File: src/rtl/alu_op_sequencer.sv
// alu_op_sequencer: control stage ahead of the ALU result multiplexer.
// It takes one request at a time and decodes the opcode into a one-hot
// mux command. The command and operands are held for ALU_LATENCY cycles,
// then the ALU result and flags are captured and offered downstream.
// Optional feature macro: ALU_SEQ_PERF_EN adds saturating counters
// op_count and err_count, which count legal and illegal completions.
module alu_op_sequencer #(
    parameter int ALU_LATENCY = 1,   // legal 1..15
    parameter int OP_W        = 3
) (
    input  logic            clock,
    input  logic            reset_n,
    input  logic            in_valid,
    output logic            in_ready,
    input  logic [OP_W-1:0] opcode,
    input  logic [31:0]     data_a,
    input  logic [31:0]     data_b,
    input  logic [4:0]      shamt,
    output logic [5:0]      command,
    output logic [31:0]     operand_a,
    output logic [31:0]     operand_b,
    output logic [4:0]      alu_shamt,
    input  logic [31:0]     alu_result,
    input  logic            alu_ovf,
    input  logic            alu_lt,
    input  logic            alu_ne,
    output logic            out_valid,
    input  logic            out_ready,
    output logic [31:0]     result,
    output logic            overflow,
    output logic            less_than,
    output logic            not_equal,
    output logic            op_error
`ifdef ALU_SEQ_PERF_EN
    ,
    output logic [15:0]     op_count,
    output logic [7:0]      err_count
`endif
);

    typedef enum logic [1:0] {
        S_IDLE  = 2'd0,
        S_ISSUE = 2'd1,
        S_DONE  = 2'd2
    } state_t;

    // Opcode to one-hot mux select; opcodes 6 and 7 decode to all-zero (illegal)
    function automatic logic [5:0] f_decode(input logic [OP_W-1:0] op);
        logic [5:0] cmd;
        cmd = 6'b000000;
        for (int i = 0; i < 6; i++) begin
            if (32'(op) == 32'(i)) begin
                cmd[i] = 1'b1;
            end
        end
        return cmd;
    endfunction

    state_t        r_state;
    logic [3:0]    r_hold;
    logic          r_in_ready;
    logic [5:0]    r_command;
    logic [31:0]   r_operand_a;
    logic [31:0]   r_operand_b;
    logic [4:0]    r_shamt;
    logic [31:0]   r_result;
    logic          r_ovf;
    logic          r_lt;
    logic          r_ne;
    logic          r_err;
    logic          r_out_valid;

    logic [5:0]    w_cmd;
    logic          w_legal;
    logic          w_accept;
    logic          w_done_hs;

    assign w_cmd     = f_decode(opcode);
    assign w_legal   = |w_cmd;
    assign w_accept  = in_valid && r_in_ready;
    assign w_done_hs = (r_state == S_DONE) && out_ready;

    // Sequencer FSM: accept, hold command for ALU_LATENCY cycles, capture, hand off
    always_ff @(posedge clock) begin
        if (!reset_n) begin
            r_state     <= S_IDLE;
            r_hold      <= 4'd0;
            r_in_ready  <= 1'b1;
            r_command   <= 6'b000000;
            r_operand_a <= 32'd0;
            r_operand_b <= 32'd0;
            r_shamt     <= 5'd0;
            r_result    <= 32'd0;
            r_ovf       <= 1'b0;
            r_lt        <= 1'b0;
            r_ne        <= 1'b0;
            r_err       <= 1'b0;
            r_out_valid <= 1'b0;
        end else begin
            case (r_state)
                S_IDLE: begin
                    if (w_accept) begin
                        r_operand_a <= data_a;
                        r_operand_b <= data_b;
                        r_shamt     <= shamt;
                        r_in_ready  <= 1'b0;
                        if (w_legal) begin
                            r_state   <= S_ISSUE;
                            r_command <= w_cmd;
                            r_hold    <= 4'(ALU_LATENCY - 1);
                        end else begin
                            // Illegal op never reaches the ALU; report it straight away
                            r_state     <= S_DONE;
                            r_result    <= 32'd0;
                            r_ovf       <= 1'b0;
                            r_lt        <= 1'b0;
                            r_ne        <= 1'b0;
                            r_err       <= 1'b1;
                            r_out_valid <= 1'b1;
                        end
                    end
                end
                S_ISSUE: begin
                    if (r_hold == 4'd0) begin
                        // Flags are only meaningful for the ops that use the adder
                        r_result    <= alu_result;
                        r_ovf       <= alu_ovf & (r_command[0] | r_command[1]);
                        r_lt        <= alu_lt & r_command[1];
                        r_ne        <= alu_ne & r_command[1];
                        r_err       <= 1'b0;
                        r_command   <= 6'b000000;
                        r_out_valid <= 1'b1;
                        r_state     <= S_DONE;
                    end else begin
                        r_hold <= r_hold - 4'd1;
                    end
                end
                S_DONE: begin
                    if (out_ready) begin
                        r_state     <= S_IDLE;
                        r_out_valid <= 1'b0;
                        r_err       <= 1'b0;
                        r_in_ready  <= 1'b1;
                    end
                end
                default: begin
                    r_state    <= S_IDLE;
                    r_command  <= 6'b000000;
                    r_in_ready <= 1'b1;
                end
            endcase
        end
    end

`ifdef ALU_SEQ_PERF_EN
    function automatic logic [15:0] f_sat_inc16(input logic [15:0] v);
        return (&v) ? v : v + 16'd1;
    endfunction

    function automatic logic [7:0] f_sat_inc8(input logic [7:0] v);
        return (&v) ? v : v + 8'd1;
    endfunction

    logic [15:0] r_op_count;
    logic [7:0]  r_err_count;

    // Completion counters, bumped on each downstream handshake
    always_ff @(posedge clock) begin
        if (!reset_n) begin
            r_op_count  <= 16'd0;
            r_err_count <= 8'd0;
        end else if (w_done_hs) begin
            if (r_err) begin
                r_err_count <= f_sat_inc8(r_err_count);
            end else begin
                r_op_count <= f_sat_inc16(r_op_count);
            end
        end
    end

    assign op_count  = r_op_count;
    assign err_count = r_err_count;
`else
    logic w_unused_hs;
    assign w_unused_hs = w_done_hs;
`endif

    assign in_ready  = r_in_ready;
    assign command   = r_command;
    assign operand_a = r_operand_a;
    assign operand_b = r_operand_b;
    assign alu_shamt = r_shamt;
    assign out_valid = r_out_valid;
    assign result    = r_result;
    assign overflow  = r_ovf;
    assign less_than = r_lt;
    assign not_equal = r_ne;
    assign op_error  = r_err;

endmodule

File: config.mk
export PLATFORM = sky130hd
export DESIGN_NAME = alu_op_sequencer
export DESIGN_NICKNAME = d
export VERILOG_FILES = /design/src/rtl/alu_op_sequencer.sv
export SDC_FILE = /design/constraint.sdc
export NUM_CORES = 1
export LEC_CHECK = 0
export CORE_UTILIZATION = 33
export CTS_CLUSTER_SIZE = 14
export DETAILED_ROUTE_END_ITERATION = 12
export GPL_TIMING_DRIVEN = 1
export HOLD_SLACK_MARGIN = 0.02
export PLACE_DENSITY = 0.69
export SYNTH_ARGS = -nofsm -noshare
export SYNTH_HDL_FRONTEND = slang
export SYNTH_SLANG_ARGS = --single-unit
File: constraint.sdc
create_clock -name clock -period 2.1 [get_ports clock]
set_input_delay 0.315 -clock clock [delete_from_list [all_inputs] [get_ports clock]]
set_output_delay 0.315 -clock clock [all_outputs]
set_load 0.05 [all_outputs]
Yosys cells after proc, flatten, opt, wreduce, memory -nomap -nowiden
Cells that the tools add are included.
{"block": "op_classes", "reduce_logical": 14, "n_bitwise": 6, "addsub": 1, "n_eq_ne": 13, "muxes": 41}
{"operator": "$mux 32", "count": 3}
{"operator": "$pmux 32 s2", "count": 1}
{"operator": "$mux 1", "count": 18}
{"operator": "$mux 6", "count": 3}
{"operator": "$pmux 6 s3", "count": 1}
{"operator": "$mux 4", "count": 3}
{"operator": "$ne 2x2->1 const B", "count": 6}
{"operator": "$reduce_and 4->1", "count": 3}
{"operator": "$pmux 1 s3", "count": 3}
{"operator": "$mux 2", "count": 4}
{"operator": "$pmux 4 s2", "count": 1}
{"operator": "$eq 3x2->1 const B", "count": 2}
{"operator": "$eq 3x3->1 const B", "count": 2}
{"operator": "$pmux 1 s2", "count": 3}
{"operator": "$pmux 2 s3", "count": 1}
{"operator": "$reduce_and 3->1", "count": 2}
{"operator": "$reduce_or 6->1", "count": 1}
{"operator": "$reduce_and 5->1", "count": 1}
{"operator": "$logic_not 4->1", "count": 1}
{"operator": "$sub 4x1->4 const B", "count": 1}
{"operator": "$and 1x1->1", "count": 3}
{"operator": "$eq 3x1->1 const B", "count": 1}
{"operator": "$logic_not 3->1", "count": 1}
{"operator": "$reduce_bool 3->1", "count": 1}
{"operator": "other kinds (8)", "count": 9}
{"block": "word_totals", "word_cells": 88, "register_bits": 119, "output_inout_bits": 113, "input_bits": 111}

Depth between registers and ports, before layout
{"block": "logic_depth", "word_depth": 6, "ltp_mapped": 8, "depth_no_buf": 6}

Worst setup path after synthesis
OpenSTA, ideal clock, no wires.
{"block": "synth_path", "kind": "register to register", "from": "register r_in_ready (netlist: in_ready)", "to": "register r_result[10] (netlist: result[10])", "synth_period_minus_slack_ps": 1780, "stages_incl_launch_ff": 6, "setup_slack_ps": 320, "required_ps": 1983, "setup_time_ps": 117, "arrival_ps": 1663, "n_path_buf": 1, "cell_sequence": "dfxtp_1 -> nand2_1 -> o21ai_4 -> a31oi_4 -> buf_6 -> a22o_1"}
{"block": "synth_between", "elab_chain_cells": 3}
{"item": "from (decl)", "line_no": "61", "rtl": "logic r_in_ready;"}
{"item": "from (signal assigned)", "line_no": "88", "rtl": "r_in_ready <= 1'b1;"}
{"item": "from (signal assigned)", "line_no": "106", "rtl": "r_in_ready <= 1'b0;"}
{"item": "from (signal assigned)", "line_no": "143", "rtl": "r_in_ready <= 1'b1;"}
{"item": "$logic_and 1x1->1", "line_no": "80", "rtl": "assign w_accept = in_valid && r_in_ready;"}
{"item": "$ne 2x2->1 (no line)"}
{"item": "$reduce_and 4->1 (no line)"}
{"item": "to (signal assigned)", "line_no": "126", "rtl": "r_result <= alu_result;"}
{"item": "to (decl)", "line_no": "66", "rtl": "logic [31:0] r_result;"}
No other way between the ends.
A chain may end at the register's enable or synchronous reset.

Final worst setup path
{"block": "layout_path", "from": "register r_command[1] (netlist: command[1])", "to": "output port command[1]"}
{"item": "from (decl)", "line_no": "62", "rtl": "logic [5:0] r_command;"}
{"item": "from (signal assigned)", "line_no": "109", "rtl": "r_command <= w_cmd;"}
{"item": "to (decl)", "line_no": "19", "rtl": "output logic [5:0] command,"}
No word-level cell between the ends.

==> flow_metrics.env <==
export IMPL_status="completed"
export IMPL_async_flop_share_pct=0
export IMPL_ctsHtreeMaxLevel=4
export IMPL_maxSlewHeadroom_pct=63.2
export IMPL_fp_dieArea_um2=13700
export IMPL_post_dp_cell_area_um2=6790
export IMPL_worst_pin_slew_ns=0.550
export IMPL_achievable_frequency_ghz=0.502
export IMPL_layout_drive_gt1_share_pct=8.22
export IMPL_ys_types=42
export IMPL_regArea_um2=2380
export IMPL_synth_edff_count=0
export IMPL_syn_avg_cell_area_um2=9.08
export IMPL_synth_nets=597
export IMPL_leakage_nw=2.76
export IMPL_grt_pass1_wl_um=19100
export IMPL_fin_area_um2=7370
export IMPL_yosysWarnings=0
export IMPL_path_class="register to output port"
export IMPL_crit_chain="clkdlybuf4s50_1"
export IMPL_gp_congestion=0.757
export IMPL_pin_count=224
export IMPL_worst_path_max_delay_cell="clkdlybuf4s50_1"
export IMPL_cts_tree="yes"
export IMPL_critPathLaunchType="register"
export IMPL_wl_per_cell_um=14.4
export IMPL_rsz0062_at_grt="no"
export IMPL_start_util_pct=34.2
export IMPL_hold_buffers=0
export IMPL_synth_cells=481
export IMPL_clkLatencyLatePin_ns=0.41
export IMPL_ys_ff_latch=119
export IMPL_clock_path_buffers=2
export IMPL_drtIter0Drc=192
export IMPL_clkTransAtPathRegs_ns=0.05
export IMPL_irDropWorstVdd_mv=0.513
export IMPL_crit_path_end_kind="output port"
export IMPL_fillCellCount=1075
export IMPL_slowest_delay_ns=0.85
export IMPL_insertedDiodeCount=0
export IMPL_p_per_area_nw_per_um2=1310
export IMPL_overflow=0
export IMPL_syn_to_final_growth_pct=68.7
export IMPL_hpwl_um=8950
export IMPL_seq_area_frac_synth_pct=54.5
export IMPL_drc=0
export IMPL_cp_required_ns=1.78
export IMPL_critPathArrivalTime_ns=1.68
export IMPL_finalClockSkew_ns=0.00749
export IMPL_root_buffer="clkbuf_16"
export IMPL_multiInputGateArea_um2=1790
export IMPL_slew_violations=0
export IMPL_worst_path_buf_inv=1
export IMPL_cts_made_buffers=17
export IMPL_ant_nets=0
export IMPL_syn_area_um2=4370
export IMPL_setup_viol=0
export IMPL_fp_dieW_um=117
export IMPL_rows=41
export IMPL_track_usage_pct=18.2
export IMPL_fp_coreArea_um2=12800
export IMPL_max_cap_violations=0
export IMPL_cts_setup_buffers=0
export IMPL_cts_sinks=119
export IMPL_antenna_found_initial=0
export IMPL_grt_pass1_vias=4057
export IMPL_setup_slack_ns=0.106
export IMPL_hold_path_class="register to register"
export IMPL_port_buffer_count=223
export IMPL_final_min_clock_period_ns=1.99
export IMPL_p_total_w=0.00965
export IMPL_place_ws_ns=0.0482
export IMPL_die_h_um=117
export IMPL_vias_per_cell=4.74
export IMPL_grt_start_max_net_pins=70
export IMPL_finalHoldViolations=0
export IMPL_drt_pre_antenna_iters=4
export IMPL_critPathTopFamily="buffers and inverters"
export IMPL_crit_fanout=5
export IMPL_period_share_pct=94.9
export IMPL_setup_tns_ns=0
export IMPL_nets=821
export IMPL_synthFlopType="dfxtp_1"
export IMPL_routed_wl_um=12900
export IMPL_vias=4223
## synthesized netlist by cell type (all sizes together) (2+ instances only)
cell type | n | share of area, %
nand2b | 5 | 0.72
or3 | 3 | 0.43
a31oi | 2 | 0.97
ha | 5 | 1.4
a21oi | 73 | 8.4
nor2 | 2 | 0.17
mux2i | 10 | 2.3
nand2 | 153 | 13
dfxtp | 119 | 55
buf | 15 | 2.6
inv | 9 | 0.77
clkbuf | 19 | 1.6
and3 | 3 | 0.43
o2111ai | 2 | 0.40
nand3 | 3 | 0.34
o21ai | 5 | 0.83
a211oi | 2 | 0.63
a22o | 32 | 6.4
nand4 | 2 | 0.29
## placed cells by master, fill, tap and decap left out, types with 2 or more instances in the layout
cell,instances
dfxtp_1,119
clkinv_2,4
a21oi_1,73
inv_1,8
o2111ai_1,2
nand3_1,2
and3_1,2
a22o_1,32
clkbuf_16,17
nand2_1,151
or3_1,3
buf_12,3
clkbuf_8,2
ha_1,5
buf_4,12
clkinvlp_4,6
nor2_1,2
a31oi_4,3
o21ai_0,4
clkdlybuf4s50_1,222
nand4_1,2
mux2i_1,10
nand2b_1,5
## sequential cells by signal, summed over array words and instances (netlist names)
name	flops
less_than	1
out_valid	1
op_error	1
command	6
operand_b	32
not_equal	1
in_ready	1
alu_shamt	5
overflow	1
operand_a	32
result	32
r_hold	4
r_state	2
## final cells by class
cell class                      count  share of cell area (%)
Timing Repair Buffer              238                    32.4
Clock buffer                       20                    6.20
Inverter                            9                   0.458
Clock inverter                     12                    1.41
Tap cell                          172                    2.92
Multi-Input combinational cell    320                    24.3
Sequential cell                   119                    32.3
## per-layer routing
metal / GRT usage (%) / wire length (µm) / vias up
met1: 20.0 / 5280 / 1958
met5: 0 / 0 / -
met4: 8.02 / 204 / 0
met3: 8.19 / 1200 / 16
met2: 30.2 / 6170 / 158
li1: - / - / 2091
## final timing paths
check	from	slack, ns	to	depth (start not counted)
max	command[1]	0.11	command[1]	1
min reg2reg	operand_b[15]	0.45	operand_b[15]	2
max reg2reg	r_state[0]	0.21	command[4]	7
min	operand_b[15]	0.45	operand_b[15]	2
## kinds of logic (layout without fill, tap and decap cells)
| family | Yosys count | in the layout | synth area share, % |
|---|---|---|---|
| compound gates | 125 | 126 | 19.4 |
| fa+ha+maj | 5 | 5 | 1.43 |
| buf+inv | 43 | 279 | 5.04 |
| flops | 119 | 119 | 54.5 |
| mux | 10 | 10 | 2.29 |
| simple gates | 179 | 179 | 17.3 |
## tightest hold or removal path, cell delays in order (launching register included)
cell     delay [ns]
dfxtp_1        0.30
nand2_1        0.05
a21oi_1        0.05
## repair_timing
| item | 4_1_cts | 5_1_grt |
|---|---|---|
| hold endpoints to repair | 0 | 0 |
| gates resized for setup | 0 | 2 |
| endpoints found under the setup margin | 0 | 33 |
## metrics by stage
step	cells	utilization, %	hold slack, ns
floorplan	481	-	0.440
global placement	857	53.1	0.441
detailed placement	857	53.1	0.446
CTS	889	57.5	0.431
global route	890	57.7	0.442
finish	890	57.7	0.451
## report_power, final
part | internal (W) | switching [W] | leakage, nW
logic | 0.00145 | 0.00261 | 1.53
clock network | 0.00168 | 0.00102 | 0.260
registers | 0.00266 | 0.000228 | 0.970
total | 0.00579 | 0.00386 | 2.76
No activity file was read; power rests on OpenSTA's default activity.
